**src/rtl/stopwatch_pkg.sv**
```systemverilog
// Shared types and constants for the MM:SS.t stopwatch and its seven-segment decode.
package stopwatch_pkg;

  typedef enum logic [1:0] {
    IDLE,
    RUN,
    PAUSE
  } sw_state_t;

  // Field order matches the bcd_o bus, most significant digit first.
  typedef struct packed {
    logic [3:0] min_tens;
    logic [3:0] min_ones;
    logic [3:0] sec_tens;
    logic [3:0] sec_ones;
    logic [3:0] tenths;
  } digits_t;

  localparam logic [3:0] TENTHS_MAX   = 4'd9;
  localparam logic [3:0] SEC_ONES_MAX = 4'd9;
  localparam logic [3:0] SEC_TENS_MAX = 4'd5;

  localparam logic [6:0] SEG_ZERO  = 7'b1000000;
  localparam logic [6:0] SEG_BLANK = 7'h7F;

endpackage

```
**src/rtl/seg7_decoder.sv**
```systemverilog
// BCD digit to active-low seven-segment word ({g,f,e,d,c,b,a}); non-BCD codes blank the digit.
module seg7_decoder
  import stopwatch_pkg::*;
(
  input  logic [3:0] bcd,
  output logic [6:0] seg
);

  always_comb begin
    seg = SEG_BLANK;
    case (bcd)
      4'd0: seg = SEG_ZERO;
      4'd1: seg = 7'b1111001;
      4'd2: seg = 7'b0100100;
      4'd3: seg = 7'b0110000;
      4'd4: seg = 7'b0011001;
      4'd5: seg = 7'b0010010;
      4'd6: seg = 7'b0000010;
      4'd7: seg = 7'b1111000;
      4'd8: seg = 7'b0000000;
      4'd9: seg = 7'b0010000;
      default: seg = SEG_BLANK;
    endcase
  end

endmodule

```
**src/rtl/stopwatch_bcd.sv**
```systemverilog
// BCD stopwatch MM:SS.t with run/pause/clear control, lap freeze and five active-low HEX digits.
module stopwatch_bcd
  import stopwatch_pkg::*;
#(
  parameter int MIN_LIMIT = 59
) (
  input  logic        clk,
  input  logic        reset_n,
  input  logic        tick_i,
  input  logic        start_stop_i,
  input  logic        lap_i,
  input  logic        clear_i,
  output logic        running_o,
  output logic        lapped_o,
  output logic        overflow_o,
  output logic [19:0] bcd_o,
  output logic [34:0] hex_o
);

  localparam logic [3:0] MIN_TENS_LIM = 4'(MIN_LIMIT / 10);
  localparam logic [3:0] MIN_ONES_LIM = 4'(MIN_LIMIT % 10);

  sw_state_t state, state_n;
  digits_t   digits, digits_n, inc, latch, latch_n;
  logic      lapped_n, wrap, count_en, overflow_n;
  logic      start_q, lap_q, clear_q;
  logic      ss_edge, lap_edge, clear_edge;

  assign ss_edge    = start_stop_i & ~start_q;
  assign lap_edge   = lap_i & ~lap_q;
  assign clear_edge = clear_i & ~clear_q;

  // One-tick increment of the whole chain, carries rippling within the cycle.
  always_comb begin
    inc  = digits;
    wrap = 1'b0;
    if (digits.tenths != TENTHS_MAX) begin
      inc.tenths = digits.tenths + 4'd1;
    end else begin
      inc.tenths = '0;
      if (digits.sec_ones != SEC_ONES_MAX) begin
        inc.sec_ones = digits.sec_ones + 4'd1;
      end else begin
        inc.sec_ones = '0;
        if (digits.sec_tens != SEC_TENS_MAX) begin
          inc.sec_tens = digits.sec_tens + 4'd1;
        end else begin
          inc.sec_tens = '0;
          if (digits.min_tens == MIN_TENS_LIM && digits.min_ones == MIN_ONES_LIM) begin
            inc.min_tens = '0;
            inc.min_ones = '0;
            wrap         = 1'b1;
          end else if (digits.min_ones == 4'd9) begin
            inc.min_ones = '0;
            inc.min_tens = digits.min_tens + 4'd1;
          end else begin
            inc.min_ones = digits.min_ones + 4'd1;
          end
        end
      end
    end
  end

  // Ticks use the state before this edge, so the RUN->PAUSE tick counts and the ->RUN tick does not.
  always_comb begin
    count_en   = tick_i && (state == RUN);
    digits_n   = count_en ? inc : digits;
    overflow_n = count_en & wrap;
    state_n    = state;
    lapped_n   = lapped_o;
    latch_n    = latch;
    case (state)
      IDLE: begin
        if (ss_edge) state_n = RUN;
      end
      RUN: begin
        if (ss_edge) begin
          state_n = PAUSE;
        end else if (lap_edge) begin
          if (lapped_o) begin
            lapped_n = 1'b0;
          end else begin
            lapped_n = 1'b1;
            latch_n  = digits_n;
          end
        end
      end
      PAUSE: begin
        if (clear_edge) begin
          state_n  = IDLE;
          digits_n = '0;
          lapped_n = 1'b0;
        end else begin
          if (ss_edge) state_n = RUN;
          if (lap_edge && lapped_o) lapped_n = 1'b0;
        end
      end
      default: state_n = IDLE;
    endcase
  end

  always_ff @(posedge clk) begin
    if (!reset_n) begin
      state      <= IDLE;
      digits     <= '0;
      latch      <= '0;
      lapped_o   <= 1'b0;
      overflow_o <= 1'b0;
      running_o  <= 1'b0;
      bcd_o      <= '0;
      start_q    <= 1'b0;
      lap_q      <= 1'b0;
      clear_q    <= 1'b0;
    end else begin
      state      <= state_n;
      digits     <= digits_n;
      latch      <= latch_n;
      lapped_o   <= lapped_n;
      overflow_o <= overflow_n;
      running_o  <= (state_n == RUN);
      bcd_o      <= lapped_n ? latch_n : digits_n;
      start_q    <= start_stop_i;
      lap_q      <= lap_i;
      clear_q    <= clear_i;
    end
  end

  for (genvar i = 0; i < 5; i++) begin : g_dec
    seg7_decoder u_dec (
      .bcd (bcd_o[4*i +: 4]),
      .seg (hex_o[7*i +: 7])
    );
  end

endmodule

```
**config.mk**
```make
export PLATFORM = sky130hd
export DESIGN_NAME = stopwatch_bcd
export DESIGN_NICKNAME = d
export VERILOG_FILES = /design/src/rtl/stopwatch_pkg.sv /design/src/rtl/seg7_decoder.sv /design/src/rtl/stopwatch_bcd.sv
export SDC_FILE = /design/constraint.sdc
export NUM_CORES = 1
export LEC_CHECK = 0
export BUFFER_PORTS_ARGS = -buffer_cell sky130_fd_sc_hd__buf_2
export CORE_MARGIN = 1
export CORE_UTILIZATION = 40
export DETAILED_ROUTE_END_ITERATION = 6
export PLACE_DENSITY = 0.58
export SYNTH_ARGS = -nofsm -noshare
export SYNTH_HDL_FRONTEND = slang
export SYNTH_HIERARCHICAL = 1
export SYNTH_SLANG_ARGS = --single-unit
```
**constraint.sdc**
```tcl
create_clock -name clk -period 5.9 [get_ports clk]
set_clock_uncertainty 0.15 [all_clocks]
set_input_delay 0.885 -clock clk [delete_from_list [all_inputs] [get_ports clk]]
set_output_delay 0.885 -clock clk [all_outputs]
set_load 0.01 [all_outputs]
```
==> results by group <==
STA
  – Min Hold Slack: 0.298 ns
  – Final min period: 2.77 ns
  – Slew Viols, Final: 0
  – Worst slew margin: 35.1%
  – Fin. Hold Viols: 0
  – Setup TNS: 0 ns
  – Period utilisation layout: 47.0%
  – Unrepaired setup endpoints after global routing: false
  – Final setup viols: 0
  – Worst-margin pin slew: 0.965 ns
  – Max Freq: roughly 360 MHz

Clock network
  – CTS H-tree depth: 3
  – Post-CTS Hold Buffers: 0
  – Root buffer selected by CTS: clkbuf_8
  – Clock Sinks: ~70
  – TritonCTS clock tree: yes
  – Clk_lat worst skew: 0.34 ns
  – Post-CTS Setup Inserts: 0
  – Clock Pin Slew Worst Setup and Hold Paths: 0.08 ns
  – Max Root-Sink Buffers: 2
  – Post-cts resize count: 0
  – Inserted Clock Buffers: 9

Drt
  – Residual DRC: 0
  – Via density: between 4 and 5
  – Routed WL: 8160 µm
  – Pre-antenna DRT Iters: 4
  – DR WL/cell: 12.4 µm
  – Post-route ant nets: 0
  – Vias: between 3000 and 4000
  – Number of DRC markers in iteration 0: 125

Synth
  – Asr flop ratio synth: 0%
  – Ys flop type: dfxtp_1
  – Synth cell types: 54
  – Mapped Cells: 471
  – Post-Synthesis Net Count: 511
  – Synth Warn #: 6
  – Post-synth EDFFs: 0
  – Post-synthesis sequential area ratio: 35.1%
  – Synthesized cell area: 3880 µm²
  – Seq cells post-synth: 68
  – Post-Syn Area per Cell: 8.23 µm²

Run
  – Max-Cap Viols: 0

Die
  – Total core area: slightly above 9000 µm²
  – DIE WIDTH: 100 µm
  – Initial core utilization: 41.6%
  – Die height: around 100 µm
  – Total die area: roughly 10000 µm²
  – Core Rows: 35
  – Io pins: 64

Global route
  – First-pass GRT wire length: 13800 µm
  – Vias in the first global route: 2972
  – Initial antenna violation count: 0
  – Largest net degree at the start of global routing: between 40 and 50
  – Gr usage total: 17.1%
  – Gr ovfl total: 0

Layout
  – Layout Cells excl Fill: 658
  – Fin nets: 564
  – Area growth syn-to-layout: 14.9%
  – # diodes: 0
  – Final Util: 47.8%
  – Fraction of layout cells with a size suffix above 1: between 15 and 20%
  – Fillers: 934
  – Final instance area: approximately 4500 µm²

Outcome
  – Status: finished clean

Critical path
  – CP Class: reg -> out
  – Maximum fanout along the worst path: 7
  – WP data arrival: roughly 1.7 ns
  – Crit. End Element: output pin
  – Worst path required time: 4.87 ns
  – Worst setup SP type: flip-flop

Power
  – P_leak: about 0.0019 µW
  – PwrDens: 218 nW/µm²
  – Max VDD drop: 0.154 mV

Place
  – Port Buffers: 63
  – DP HPWL: 6030 µm
  – Placed cell count: 642
  – DP Area: 4230 µm²
  – Gpl congestion: just over 0.8

Worst hold path
  – Tightest Hold Check Type: reg -> reg
-- worst max-delay path, stage by stage, from the launching register on --
cell	delay (ns)
dfxtp_1	0.46
inv_1	0.13
ha_1	0.19
or2_1	0.23
a21oi_2	0.16
a31oi_1	0.06
buf_2	0.16
-- cell type report --
type                       instances  area [µm²]  share of cell area (%)
sequential                        68        1360                    30.6
inverter                          28         105                    2.36
multi-input combinational        352        2270                    51.1
clock buffer                       9         124                    2.78
clock inverter                     7        98.8                    2.22
tap                              129         161                    3.62
timing repair buffer              65         330                    7.41
-- where the power goes --
group / switching (µW) / internal [µW] / total, µW / leakage, µW
combinational: 43.9 / 25.4 / 69.3 / 0.00121
clock: 183 / 240 / 423 / 0.000110
sequential: 7.80 / 470 / 478 / 0.000550
-- logic make-up (layout without fill, tap and decap cells) --
logic type                 Yosys count  in the layout  share of synthesized area [%]
and+or+nand+nor                    176            176                           23.2
AOI/OAI and AO/OA                  129            129                           21.2
DFF                                 68             68                           35.1
buffers and inverters               51            109                           6.36
adders and majority gates           34             34                           11.0
xor gates and xnor gates             7              7                           1.58
muxes                                6              6                           1.58
-- flip-flops by register name (all words and copies together) (netlist names) --
name / cells
bcd_o: 20
digits: 20
latch: 20
state: 2
clear_q: 1
lap_q: 1
lapped_o: 1
overflow_o: 1
running_o: 1
start_q: 1
-- synth_stat cells (3+ instances only) --
cell type | count | area [µm²]
nor2_1 | 80 | 300
dfxtp_1 | 68 | 1360
o21ai_0 | 48 | 240
ha_1 | 34 | 425
inv_1 | 28 | 105
a211oi_1 | 25 | 188
nand2_1 | 24 | 90.1
nand2b_1 | 23 | 144
a21oi_1 | 22 | 110
clkbuf_1 | 11 | 41.3
a31oi_1 | 9 | 56.3
buf_6 | 6 | 67.6
a21oi_2 | 5 | 43.8
buf_2 | 5 | 25.0
mux2i_1 | 5 | 50.1
nand3_1 | 5 | 25.0
nor3_1 | 5 | 25.0
o2bb2ai_1 | 5 | 43.8
or2_1 | 5 | 31.3
or2b_1 | 5 | 37.5
xor2_1 | 5 | 43.8
and3_1 | 4 | 25.0
nor2b_1 | 4 | 25.0
and2_1 | 3 | 18.8
and4bb_2 | 3 | 37.5
-- layout by cell type (no fill, tap or decap), drive strengths merged, types with 2 or more instances in the layout --
master    n
nor2     80
dfxtp    68
buf      65
o21ai    49
ha       34
inv      29
a21oi    27
a211oi   26
nand2    24
nand2b   23
a31oi     9
clkbuf    9
or2       6
xor2      5
mux2i     5
nand3     5
o2bb2ai   5
or2b      5
and3      5
nor3      5
nor2b     4
and2      4
and4bb    3
o31ai     3
clkinv    3
nand3b    2
xnor2     2
and4b     2
or4b      2
bufinv    2
nor3b     2
nand4     2
-- layer usage --
| metal | share of wire, % | track usage, % | vias to the layer above |
|---|---|---|---|
| met4 | 1.3 | 5.46 | 0 |
| met3 | 3.6 | 3.81 | 10 |
| met1 | 51 | 23.4 | 1479 |
| met2 | 44 | 26.7 | 61 |
| met5 | 0 | 0 | - |
| li1 | - | - | 1730 |
-- stage by stage --
stage               setup slack (ns)  total power (µW)
floorplan                       3.29               537
global placement                2.94               557
CTS                             3.10               983
detailed placement              2.87               559
finish                          3.13               970
global route                    2.98              1010
-- worst paths after layout --
kind	endpoint	from	cells after the start	slack (ns)
min	bcd_o[10]$_SDFF_PN0_	latch[10]$_SDFF_PN0_	2	0.30
max	hex_o[17]	bcd_o[9]$_SDFF_PN0_	6	3.13
max reg2reg	latch[15]$_SDFF_PN0_	state[1]$_SDFF_PN0_	7	3.33
min reg2reg	bcd_o[10]$_SDFF_PN0_	latch[10]$_SDFF_PN0_	2	0.30
No activity file was read; power rests on OpenSTA's default activity.
